## src/rtl/adder_output_scheduler_if.sv

```systemverilog
// Requester handshake plus Avalon-MM PIO master bundle for adder_output_scheduler.
// master = scheduler side, slave = requesters and PIO slave side.
interface adder_output_scheduler_if #(
  parameter int NUM_REQ = 4,
  parameter int DATA_W  = 3
);
  logic [NUM_REQ-1:0]        req;
  logic [NUM_REQ*DATA_W-1:0] req_data;
  logic [NUM_REQ-1:0]        ack;
  logic                      busy;
  logic [DATA_W-1:0]         cur_value;
  logic                      err;
  logic                      err_clr;
  logic [1:0]                avm_address;
  logic                      avm_chipselect;
  logic                      avm_write_n;
  logic [31:0]               avm_writedata;
  logic [31:0]               avm_readdata;

  modport master (
    input  req, req_data, err_clr, avm_readdata,
    output ack, busy, cur_value, err,
           avm_address, avm_chipselect, avm_write_n, avm_writedata
  );

  modport slave (
    output req, req_data, err_clr, avm_readdata,
    input  ack, busy, cur_value, err,
           avm_address, avm_chipselect, avm_write_n, avm_writedata
  );
endinterface

```

## src/rtl/adder_output_scheduler.sv

```systemverilog
// Round-robin scheduler serialising requester writes to a PIO slave, with a hold time per value.
// Define ADDER_OUTPUT_SCHEDULER_READBACK_EN to add a readback cycle and sticky err flag.
module adder_output_scheduler #(
  parameter int NUM_REQ     = 4,
  parameter int DATA_W      = 3,
  parameter int HOLD_CYCLES = 16
) (
  input logic clk,
  input logic reset,
  adder_output_scheduler_if.master bus
);
  localparam int GW = (NUM_REQ > 1) ? $clog2(NUM_REQ) : 1;

`ifdef ADDER_OUTPUT_SCHEDULER_READBACK_EN
  typedef enum logic [1:0] {IDLE, WRITE, READ, HOLD} state_t;
`else
  typedef enum logic [1:0] {IDLE, WRITE, HOLD} state_t;
`endif

  state_t            state_reg;
  logic [GW-1:0]     last_grant_reg;
  logic [GW-1:0]     grant_reg;
  logic [DATA_W-1:0] value_reg;
  logic [NUM_REQ-1:0] ack_reg;
  logic [DATA_W-1:0] cur_value_reg;
  logic              err_reg;
  logic [15:0]       hold_cnt_reg;
  logic              cs_reg;
  logic              write_n_reg;
  logic [31:0]       writedata_reg;

  logic [DATA_W-1:0] data_arr [NUM_REQ];
  logic              grant_found;
  logic [GW-1:0]     grant_next;

  genvar gi;
  generate
    for (gi = 0; gi < NUM_REQ; gi++) begin : g_unpack
      assign data_arr[gi] = bus.req_data[gi*DATA_W +: DATA_W];
    end
  endgenerate

  // Walk forward from last_grant+1 with wrap; the first live request wins.
  always_comb begin
    logic [GW-1:0] cand;
    grant_found = 1'b0;
    grant_next  = '0;
    cand        = last_grant_reg;
    for (int k = 0; k < NUM_REQ; k++) begin
      cand = (cand == GW'(NUM_REQ-1)) ? '0 : cand + 1'b1;
      if (!grant_found && bus.req[cand]) begin
        grant_found = 1'b1;
        grant_next  = cand;
      end
    end
  end

  always_ff @(posedge clk) begin
    if (reset) begin
      state_reg      <= IDLE;
      last_grant_reg <= GW'(NUM_REQ-1);
      grant_reg      <= '0;
      value_reg      <= '0;
      ack_reg        <= '0;
      cur_value_reg  <= '0;
      err_reg        <= 1'b0;
      hold_cnt_reg   <= '0;
      cs_reg         <= 1'b0;
      write_n_reg    <= 1'b1;
      writedata_reg  <= '0;
    end else begin
      ack_reg       <= '0;
      cs_reg        <= 1'b0;
      write_n_reg   <= 1'b1;
      writedata_reg <= '0;
`ifdef ADDER_OUTPUT_SCHEDULER_READBACK_EN
      if (bus.err_clr)
        err_reg <= 1'b0;
`endif
      case (state_reg)
        IDLE: begin
          if (grant_found) begin
            grant_reg      <= grant_next;
            last_grant_reg <= grant_next;
            value_reg      <= data_arr[grant_next];
            cs_reg         <= 1'b1;
            write_n_reg    <= 1'b0;
            writedata_reg  <= 32'(data_arr[grant_next]);
            state_reg      <= WRITE;
          end
        end
        WRITE: begin
          cur_value_reg <= value_reg;
`ifdef ADDER_OUTPUT_SCHEDULER_READBACK_EN
          cs_reg    <= 1'b1;
          state_reg <= READ;
`else
          ack_reg      <= NUM_REQ'(1) << grant_reg;
          hold_cnt_reg <= 16'(HOLD_CYCLES-1);
          state_reg    <= HOLD;
`endif
        end
`ifdef ADDER_OUTPUT_SCHEDULER_READBACK_EN
        READ: begin
          // Assigned after the err_clr branch so a mismatch beats a clear.
          if (bus.avm_readdata[DATA_W-1:0] != value_reg)
            err_reg <= 1'b1;
          ack_reg      <= NUM_REQ'(1) << grant_reg;
          hold_cnt_reg <= 16'(HOLD_CYCLES-1);
          state_reg    <= HOLD;
        end
`endif
        HOLD: begin
          if (hold_cnt_reg == 16'd0)
            state_reg <= IDLE;
          else
            hold_cnt_reg <= hold_cnt_reg - 16'd1;
        end
        default: state_reg <= IDLE;
      endcase
    end
  end

`ifndef ADDER_OUTPUT_SCHEDULER_READBACK_EN
  logic unused_sig;
  assign unused_sig = ^{bus.err_clr, bus.avm_readdata};
`endif

  assign bus.ack            = ack_reg;
  assign bus.busy           = (state_reg != IDLE);
  assign bus.cur_value      = cur_value_reg;
  assign bus.err            = err_reg;
  assign bus.avm_address    = 2'b00;
  assign bus.avm_chipselect = cs_reg;
  assign bus.avm_write_n    = write_n_reg;
  assign bus.avm_writedata  = writedata_reg;
endmodule

```

## src/flat_wrapper.sv

```systemverilog
// flat-port wrapper written by rule: the top's interface ports become plain ports
module adder_output_scheduler_flat 
#(
  parameter int NUM_REQ     = 4,
  parameter int DATA_W      = 3,
  parameter int HOLD_CYCLES = 16
)
  (clk, reset, bus_req, bus_req_data, bus_err_clr, bus_avm_readdata, bus_ack, bus_busy, bus_cur_value, bus_err, bus_avm_address, bus_avm_chipselect, bus_avm_write_n, bus_avm_writedata);
  adder_output_scheduler_if #(.NUM_REQ(NUM_REQ), .DATA_W(DATA_W)) bus_i ();
  input logic clk;
  input logic reset;
  input wire logic [$bits(bus_i.req)-1:0] bus_req;
  input wire logic [$bits(bus_i.req_data)-1:0] bus_req_data;
  input wire logic [$bits(bus_i.err_clr)-1:0] bus_err_clr;
  input wire logic [$bits(bus_i.avm_readdata)-1:0] bus_avm_readdata;
  output wire logic [$bits(bus_i.ack)-1:0] bus_ack;
  output wire logic [$bits(bus_i.busy)-1:0] bus_busy;
  output wire logic [$bits(bus_i.cur_value)-1:0] bus_cur_value;
  output wire logic [$bits(bus_i.err)-1:0] bus_err;
  output wire logic [$bits(bus_i.avm_address)-1:0] bus_avm_address;
  output wire logic [$bits(bus_i.avm_chipselect)-1:0] bus_avm_chipselect;
  output wire logic [$bits(bus_i.avm_write_n)-1:0] bus_avm_write_n;
  output wire logic [$bits(bus_i.avm_writedata)-1:0] bus_avm_writedata;
  assign bus_i.req = bus_req;
  assign bus_i.req_data = bus_req_data;
  assign bus_i.err_clr = bus_err_clr;
  assign bus_i.avm_readdata = bus_avm_readdata;
  assign bus_ack = bus_i.ack;
  assign bus_busy = bus_i.busy;
  assign bus_cur_value = bus_i.cur_value;
  assign bus_err = bus_i.err;
  assign bus_avm_address = bus_i.avm_address;
  assign bus_avm_chipselect = bus_i.avm_chipselect;
  assign bus_avm_write_n = bus_i.avm_write_n;
  assign bus_avm_writedata = bus_i.avm_writedata;
  adder_output_scheduler #(.NUM_REQ(NUM_REQ), .DATA_W(DATA_W), .HOLD_CYCLES(HOLD_CYCLES)) u_core (.clk(clk), .reset(reset), .bus(bus_i));
endmodule
```

## config.mk

```make
export PLATFORM = sky130hd
export DESIGN_NAME = adder_output_scheduler_flat
export DESIGN_NICKNAME = d
export VERILOG_FILES = /design/src/rtl/adder_output_scheduler_if.sv /design/src/rtl/adder_output_scheduler.sv /design/src/flat_wrapper.sv
export SDC_FILE = /design/constraint.sdc
export NUM_CORES = 1
export LEC_CHECK = 0
export CORE_UTILIZATION = 60
export CTS_CLUSTER_SIZE = 24
export DETAILED_ROUTE_END_ITERATION = 10
export DONT_BUFFER_PORTS = 1
export PLACE_DENSITY = 0.74
export SYNTH_ARGS = -nofsm -noshare
export SYNTH_HDL_FRONTEND = slang
export SYNTH_SLANG_ARGS = --single-unit
```

## constraint.sdc

```tcl
create_clock -name clk -period 6.2 [get_ports clk]
set_clock_uncertainty 0.1 [all_clocks]
set_input_delay 1.86 -clock clk [delete_from_list [all_inputs] [get_ports clk]]
set_output_delay 1.86 -clock clk [all_outputs]
set_load 0.005 [all_outputs]
```

* Yosys cells after proc, flatten, opt, wreduce, memory -nomap -nowiden
Cells that the tools add are included.
** Word-level totals
- Register bits :: 66
- Bits of input ports :: 51
- Output and inout port bits :: 45
- Word-level logic and storage cells :: 81
** Cells by class
- $add $sub $neg :: 5
- $lt $le $gt $ge :: 5
- Equal/unequal tests :: 9
- Shift operators :: 1
- Mux-type cells :: 30
- Bitwise gates (word level) :: 4
- Reductions and logical operators :: 16
** Operator list (count)
- case mux 16 bit (2 select lines) :: 1
- 2-to-1 mux 2 bit :: 10
- logical NOT 16 bit :: 1
- 2-to-1 mux 16 bit :: 1
- subtractor 16 x 1 -> 16 bit (second input constant) :: 1
- < comparator 2 x 3 -> 1 bit (second input constant) :: 4
- == test 2 bit (second input constant) :: 5
- 2-to-1 mux 1 bit :: 10
- adder 2 x 1 -> 2 bit (second input constant) :: 4
- binary-select mux 1 bit (select 2 bit) :: 4
- binary-select mux 3 bit (select 2 bit) :: 1
- 2-to-1 mux 3 bit :: 2
- case mux 2 bit (3 select lines) :: 1
- AND reduction 2 bit :: 3
- inequality test 2 x 1 -> 1 bit (second input constant) :: 2
- nonzero test 2 bit :: 2
- OR reduction 2 bit :: 2
- left shift 1 x 2 -> 4 bit (first input constant) :: 1
- >= comparator 3 bit (second input constant) :: 1
- logical AND 1 bit :: 3
- logical NOT 1 bit :: 3
- inverter 1 bit :: 3
- inverter 2 -> 3 bit :: 1
- OR reduction 3 bit :: 1
- other kinds (3) :: 3

* Logic depth before layout (Yosys ltp)
Gate-level depths: netlist of run 1.
- Depth after elaboration :: 18
- Depth in mapped cells :: 7
- Gate-level depth less buffers :: 7

* Least setup slack after synthesis of run 1
No wires, ideal clock.
- Path kind :: in2reg
- Start :: in bus_req[1]
- End :: reg u_core.value_reg[1]
- Library setup time :: 122 ps
- Data arrival time :: 3119 ps
- Data required time :: 5978 ps
- Slack :: 2860 ps
- Cell stages on the path :: 5
- Buffers on the path :: 0
- Cells stage by stage :: nor4_1 > a211oi_1 > nor2_1 > mux2_2 > a221o_1
** On the way
- Cells in the longest elaborated chain, start to end :: 16
- Elaborated cells on any way between the ends :: 27
- Those cells by class :: mux (19); bitwise (1); reduce/logical (7)
** Ends and longest elaborated chain
- start, declared :: RTL line flat_wrapper.sv:12 : input wire logic [$bits(bus_i.req)-1:0] bus_req;
- binary-select mux 1 bit (select 2 bit) :: RTL line adder_output_scheduler.sv:51 : if (!grant_found && bus.req[cand]) begin
- 2-to-1 mux 1 bit (not written as such) :: RTL line adder_output_scheduler.sv:51
- 2-to-1 mux 1 bit :: RTL line adder_output_scheduler.sv:51
- logical NOT 1 bit :: RTL line adder_output_scheduler.sv:51
- logical AND 1 bit :: RTL line adder_output_scheduler.sv:51
- 2-to-1 mux 1 bit :: RTL line adder_output_scheduler.sv:51
- logical NOT 1 bit :: RTL line adder_output_scheduler.sv:51
- logical AND 1 bit :: RTL line adder_output_scheduler.sv:51
- 2-to-1 mux 1 bit :: RTL line adder_output_scheduler.sv:51
- logical NOT 1 bit :: RTL line adder_output_scheduler.sv:51
- logical AND 1 bit :: RTL line adder_output_scheduler.sv:51
- 2-to-1 mux 2 bit :: RTL line adder_output_scheduler.sv:51
- inverter 2 -> 3 bit (not written as such) :: RTL line adder_output_scheduler.sv:85 : value_reg <= data_arr[grant_next];
- binary-select mux 3 bit (select 2 bit) :: RTL line adder_output_scheduler.sv:85
- 2-to-1 mux 3 bit (not written as such) (2 in series) :: RTL line adder_output_scheduler.sv:85
- end signal, assigned :: RTL line adder_output_scheduler.sv:85
- end, declared :: RTL line adder_output_scheduler.sv:23 : logic [DATA_W-1:0] value_reg;
Parallel ways exist; a longest one is shown, timed or not. The select of a mux whose other input is x is not followed.
A chain may end at the register's enable or synchronous reset.

* Final worst setup path of run 1
Ends and elaborated chain as after synthesis.

==> impl_metrics.env, run 1 <==
export IMPL_status="complete, no violations"
export IMPL_synth_area_leaders="dfxtp_1, buf_4, nor2_1"
export IMPL_slew_headroom=0.570
export IMPL_async_flop_share=0
export IMPL_vias=1400
export IMPL_clock_sinks=37
export IMPL_cp_required_ns=6.35
export IMPL_std_cell_rows=20
export IMPL_wl_per_cell_um=12.6
export IMPL_use_met3=0.0769
export IMPL_portBuffers=0
export IMPL_fp_dieW_um=58.8
export IMPL_core_um2=3050
export IMPL_cts_hold_buffers=0
export IMPL_ir_drop_v=0.000198
export IMPL_ys_seq_area_frac=0.382
export IMPL_worst_slew_pin_slew_ns=0.640
export IMPL_postCtsResizedCells=0
export IMPL_start_util=0.634
export IMPL_wl_um=3310
export IMPL_path_class="primary input to flop"
export IMPL_hold_slack_ns=0.358
export IMPL_setup_viol=0
export IMPL_fmax_ghz=0.315
export IMPL_yosysTopAreaCell="dfxtp_1"
export IMPL_worstSetupStartpointType="primary input"
export IMPL_viasPerCell=5.32
export IMPL_largest_register_ffs=16
export IMPL_dp_hpwl_um=2450
export IMPL_min_path_cells=2
export IMPL_crit_path_end_kind="flop"
export IMPL_hp_class="flop to flop"
export IMPL_nNetsFinal=272
export IMPL_cts_max_level=2
export IMPL_grt_pass1_wl_um=5510
export IMPL_clkTransAtPathRegs_ns=0.11
export IMPL_insertion_delay_ns=0.35
export IMPL_grt_usage=0.213
export IMPL_post_place_ws_ns=2.66
export IMPL_syn_area_per_cell_um2=8.88
export IMPL_drive_gt1_frac=0.100
export IMPL_dieArea_um2=3460
export IMPL_ant_nets=0
export IMPL_p_per_area_nw_per_um2=322
export IMPL_antenna_found_initial=0
export IMPL_synth_top_area_share=0.382
export IMPL_initialDrtViolationCount=26
export IMPL_gp_congestion=0.799
export IMPL_cts_buffer_depth=2
export IMPL_final_cells=263
export IMPL_cts_buffers=5
export IMPL_finalHoldViolations=0
export IMPL_fin_ws_ns=3.03
export IMPL_fp_dieH_um=58.8
export IMPL_met2_usage=0.375
export IMPL_fin_tns_setup_ns=0
export IMPL_grt_max_degree=20
export IMPL_synth_cells=218
export IMPL_crit_fanout=6
export IMPL_cts_tree="done"
export IMPL_yosysWarnings=0
export IMPL_fin_crit_sh=0.512
export IMPL_cts_setup_buffers=0
export IMPL_cts_root_buffer="clkbuf_4"
export IMPL_rsz0062_at_grt="no"
export IMPL_synth_distinct_cells=46
export IMPL_max_cap_violations=0
export IMPL_syn_area_um2=1940
export IMPL_antenna_cells=0
export IMPL_area_growth_syn_to_layout_pct=-1.87
export IMPL_overflow=0
export IMPL_grt_pass1_vias=1335
export IMPL_leakage_uw=0.000761
export IMPL_synth_seq_cells=37
export IMPL_fin_crit_ns=3.17
export IMPL_ios=96
export IMPL_synth_ff_type="dfxtp_1"
export IMPL_rr_worst_depth=6
export IMPL_slew_viol_final=0
export IMPL_drc=0
export IMPL_total_power_uw=612
export IMPL_dp_cells=255
export IMPL_top_usage_layer="met2"
export IMPL_fill_cells=299
export IMPL_firstDrtPassIters=4
export IMPL_use_met1=0.237
export IMPL_cp_arrival_ns=3.32
export IMPL_synth_edf_count=0
==> worst max-delay path, cell delays in order <==
cell and delay [ns]:
nor4_1 0.17, a211oi_1 0.10, nor2_1 0.42, mux2_2 0.42, a221o_1 0.34
==> cells by family (layout without fill, tap and decap cells) <==
logic type	count (synthesis)	count (layout)	synth area share
AOI/OAI and AO/OA	38	38	0.140
xor gates and xnor gates	11	11	0.0497
adders and majority gates	3	3	0.0194
buffers and inverters	45	15	0.150
DFF	37	37	0.382
muxes	6	6	0.0349
other	1	32	0.00194
and+or+nand+nor	77	77	0.222
==> final timing paths <==
| path | start | endpoint | slack (ns) |
|---|---|---|---|
| min | u_core.value_reg[2] | u_core.bus.cur_value[2] | 0.36 |
| max | bus_req[1] | u_core.value_reg[1] | 3.03 |
| max reg2reg | u_core.last_grant_reg[0] | u_core.value_reg[1] | 3.70 |
| min reg2reg | u_core.value_reg[2] | u_core.bus.cur_value[2] | 0.36 |
==> synthesized netlist by cell type, types with 4 or more instances <==
cell and n:
dfxtp_1 37, buf_4 32, nor2_1 26, a21oi_1 12, nand2_1 10, xnor2_1 8, inv_1 7, nor3_1 7
a211oi_1 6, mux2_2 6, clkbuf_1 5, nand2b_1 5, nor2b_1 4, nor3b_1 4
==> where the power goes <==
part / leakage (uW) / switching (uW) / total (uW) / internal [uW]
registers: 0.000303 / 28.9 / 300 / 271
clock network: 0.0000245 / 84.6 / 129 / 44.3
logic: 0.000433 / 104 / 183 / 79.2
total: 0.000761 / 217 / 612 / 395
==> routing by layer <==
metal | wire length [um] | vias up
met2 | 1670 | 38
met4 | 21 | 0
met5 | 0 | -
li1 | - | 700
met1 | 1470 | 660
met3 | 146 | 2
==> metrics by stage <==
stage / area (um^2) / util
6_report: 1900 / 0.623
5_1_grt: 1900 / 0.623
4_1_cts: 1900 / 0.623
3_5_place_dp: 1840 / 0.604
3_3_place_gp: 1840 / 0.604
2_1_floorplan: 2050 / -
==> cell usage in the layout (no fill, tap or decap), types with 2 or more instances in the layout <==
cell and count:
dfxtp_1 37, conb_1 32, nor2_1 26, a21oi_1 12, nand2_1 10, xnor2_1 8, inv_1 7, nor3_1 7
a211oi_1 6, mux2_2 6, nand2b_1 5, clkbuf_4 5, nor2b_1 4, nor3b_1 4, or2_2 3, nor4_1 3
a221o_1 3, a22o_1 3, xor2_1 3, ha_1 3, a211o_1 2, and3_1 2, nor4b_1 2, a31oi_1 2
a2111oi_0 2, clkinvlp_4 2
==> layout make-up <==
type	count	area, um^2	area share
inverter	7	26.3	0.0138
multi-input combinational	167	1020	0.538
sequential	37	741	0.390
clock inverter	2	15.0	0.00790
clock buffer	6	41.3	0.0217
tap	44	55.1	0.0290
Power figures use the tool's default switching activity.
==> run 2, diff against run 1 <==
==> constraint.sdc (replaced) <==
create_clock -name clk -period 3.12 [get_ports clk]
set_clock_uncertainty 0.1 [all_clocks]
set_input_delay 0.936 -clock clk [delete_from_list [all_inputs] [get_ports clk]]
set_output_delay 0.936 -clock clk [all_outputs]
set_load 0.005 [all_outputs]
==> results of run 2 <==
Same layout as run 1 (identical final DEF). Status: complete, no violations.
Main changes from that run: setup slack after placement 2.66 ns -> 0.499 ns; clock-pin slew on the worst setup and hold paths 0.11 ns -> 0.12 ns; setup slack after layout 3.03 ns -> 0.623 ns; start point of the critical path bus_req[1] -> u_core.last_grant_reg[0]; register-to-register setup slack 3.70 ns -> 0.62 ns; total power 612 uW -> 1220 uW; worst IR drop on VDD 0.000198 V -> 0.000393 V
==> run 3, diff against run 2 <==
--- a/config.mk
+++ b/config.mk
@@ -5,11 +5,11 @@
 export SDC_FILE = /design/constraint.sdc
 export NUM_CORES = 1
 export LEC_CHECK = 0
-export CORE_UTILIZATION = 60
+export CORE_UTILIZATION = 56
 export CTS_CLUSTER_SIZE = 24
 export DETAILED_ROUTE_END_ITERATION = 10
 export DONT_BUFFER_PORTS = 1
-export PLACE_DENSITY = 0.74
+export PLACE_DENSITY = 0.72
 export SYNTH_ARGS = -nofsm -noshare
 export SYNTH_HDL_FRONTEND = slang
 export SYNTH_SLANG_ARGS = --single-unit
==> constraint.sdc (replaced) <==
create_clock -name clk -period 2.1 [get_ports clk]
set_clock_uncertainty 0.1 [all_clocks]
set_input_delay 0.63 -clock clk [delete_from_list [all_inputs] [get_ports clk]]
set_output_delay 0.63 -clock clk [all_outputs]
set_load 0.005 [all_outputs]
==> run 3 against run 2 <==
Effect of this change:
- the run now ends with negative setup slack left
- cell count up 8.4%
- critical path depth rose by 1
- via count is 12% higher
- first-iteration DRC count rose by 110%
- non-clock buffer count increased by 22
- global-route usage is 2.7 points higher
- register-to-register slack got worse by 0.64 ns
- fmax increased by 18%
- setup slack got worse by 0.64 ns
- final area grew 17%
- flip-flop and latch count did not move
- largest cell class unchanged
- largest power group unchanged
- highest routed layer unchanged
==> impl_metrics.env, run 3 (synthesis results as in run 1) <==
export IMPL_grt_usage=0.240
export IMPL_fin_crit_sh=1.01
export IMPL_final_common_cell="dfxtp_1"
export IMPL_dieArea_um2=3700
export IMPL_initialDrtViolationCount=54
export IMPL_crit_fanout=6
export IMPL_cts_root_buffer="clkbuf_4"
export IMPL_clkPwrFrac=0.231
export IMPL_rsz0062_at_grt="yes"
export IMPL_core_um2=3180
export IMPL_fin_crit_ns=2.11
export IMPL_ant_nets=0
export IMPL_status="complete, but fails checks"
export IMPL_final_cell_mix="dfxtp_1, conb_1, nor2_1"
export IMPL_area_growth_syn_to_layout_pct=14.6
export IMPL_largest_register_ffs=16
export IMPL_path_class="flop to flop"
export IMPL_overflow=0
export IMPL_clock_sinks=37
export IMPL_antenna_cells=0
export IMPL_crit_path_end_kind="flop"
export IMPL_wl_per_cell_um=14.2
export IMPL_power_frac_seq=0.388
export IMPL_drive_gt1_frac=0.232
export IMPL_gp_congestion=0.803
export IMPL_hold_slack_ns=0.233
export IMPL_hp_class="primary input to flop"
export IMPL_violations="negative setup slack"
export IMPL_power_switching_share=0.330
export IMPL_finalHoldViolations=0
export IMPL_setup_viol=1
export IMPL_worst_slew_pin_slew_ns=0.503
export IMPL_fmax_ghz=0.473
export IMPL_comb_power_share=0.381
export IMPL_std_cell_rows=20
export IMPL_slew_viol_final=0
export IMPL_grt_pass1_vias=1466
export IMPL_cts_buffer_depth=2
export IMPL_antenna_found_initial=0
export IMPL_dp_hpwl_um=2800
export IMPL_worstSetupStartpointType="flop"
export IMPL_total_power_uw=2290
export IMPL_vias=1565
export IMPL_grt_pass1_wl_um=6550
export IMPL_nNetsFinal=294
export IMPL_leakage_uw=0.000931
export IMPL_max_cap_violations=0
export IMPL_cp_required_ns=2.24
export IMPL_cts_hold_buffers=0
export IMPL_portBuffers=0
export IMPL_slew_headroom=0.656
export IMPL_fp_dieW_um=60.8
export IMPL_switchingPower_uw=756
export IMPL_fp_dieH_um=60.8
export IMPL_cts_buffers=5
export IMPL_wl_um=4050
export IMPL_cts_max_level=2
export IMPL_drc=0
export IMPL_firstDrtPassIters=5
export IMPL_cp_arrival_ns=2.25
export IMPL_ios=96
export IMPL_ir_drop_v=0.000654
export IMPL_clkTransAtPathRegs_ns=0.12
export IMPL_viasPerCell=5.49
export IMPL_p_per_area_nw_per_um2=1030
export IMPL_insertion_delay_ns=0.35
export IMPL_p_int_uw=1530
export IMPL_cts_tree="done"
export IMPL_grt_max_degree=20
export IMPL_start_util=0.609
export IMPL_fin_ws_ns=-0.0143
==> run 3: cell count changes in the layout (fill, tap and decap cells not counted), moves of 2 or more <==
cell and change:
dfxtp_4 +2, dfxtp_1 -3, buf_4 +21, mux2_2 -6
mux2_4 +6
==> run 3: per-layer routing <==
layer,share of wire,wire (um),vias to the layer above,global-route usage
met2,0.53,2140,74,0.438
met3,0.059,237,11,0.0661
li1,-,-,738,-
met5,0,0,-,0
met1,0.39,1580,742,0.262
met4,0.024,99,0,0.0974
==> run 3: worst paths after layout <==
check                             to                startpoint  cells past startpoint  slack [ns]
max              u_core.value_reg[2]  u_core.last_grant_reg[0]                      7       -0.01
min              u_core.grant_reg[0]                     reset                      1        0.23
max reg2reg      u_core.value_reg[2]  u_core.last_grant_reg[0]                      7       -0.01
min reg2reg  u_core.bus.cur_value[2]       u_core.value_reg[2]                      2        0.36
==> run 3: what timing repair did <==
action,in CTS,in global routing
pin swaps,4,8
setup endpoints to repair,7,11
gates resized for setup,12,12
setup buffers,0,3
hold endpoints to repair,0,0
==> run 3: critical path: stages, from the launching register on <==
cell	delay [ns]
dfxtp_4	0.38
ha_4	0.31
buf_6	0.11
o2bb2ai_4	0.11
a211oi_4	0.06
nor2_4	0.26
mux2_4	0.34
a221o_1	0.33
==> run 3: power by group through the flow <==
stage | clock network [uW] | registers, uW | logic [uW]
after floorplan | 0 | 879 | 529
after global placement | 0 | 888 | 669
after detailed placement | 0 | 896 | 708
after CTS | 538 | 885 | 775
after global routing | 569 | 900 | 953
final | 530 | 888 | 873
==> run 3: cell type report <==
cell class              instances  area, um^2
clock inverters                 2        37.5
well taps                      44        55.1
flip-flops and latches         37         749
inverters                       7        26.3
multi-input cells             167        1130
fillers                       254         958
repair buffers                 22         169
clock buffers                   6        51.3
==> run 3: through the flow <==
step | TNS [ns] | instance area, um^2 | std cells | setup slack, ns | utilization
final | -0.0143 | 2220 | 285 | -0.0143 | 0.698
after global routing | -0.180 | 2220 | 285 | -0.0456 | 0.698
after CTS | -0.0205 | 2150 | 282 | -0.0189 | 0.677
after detailed placement | -0.390 | 2000 | 274 | -0.136 | 0.630
after global placement | -0.0965 | 2000 | 274 | -0.0420 | 0.630
after floorplan | 0 | 2070 | 249 | 0.0191 | -
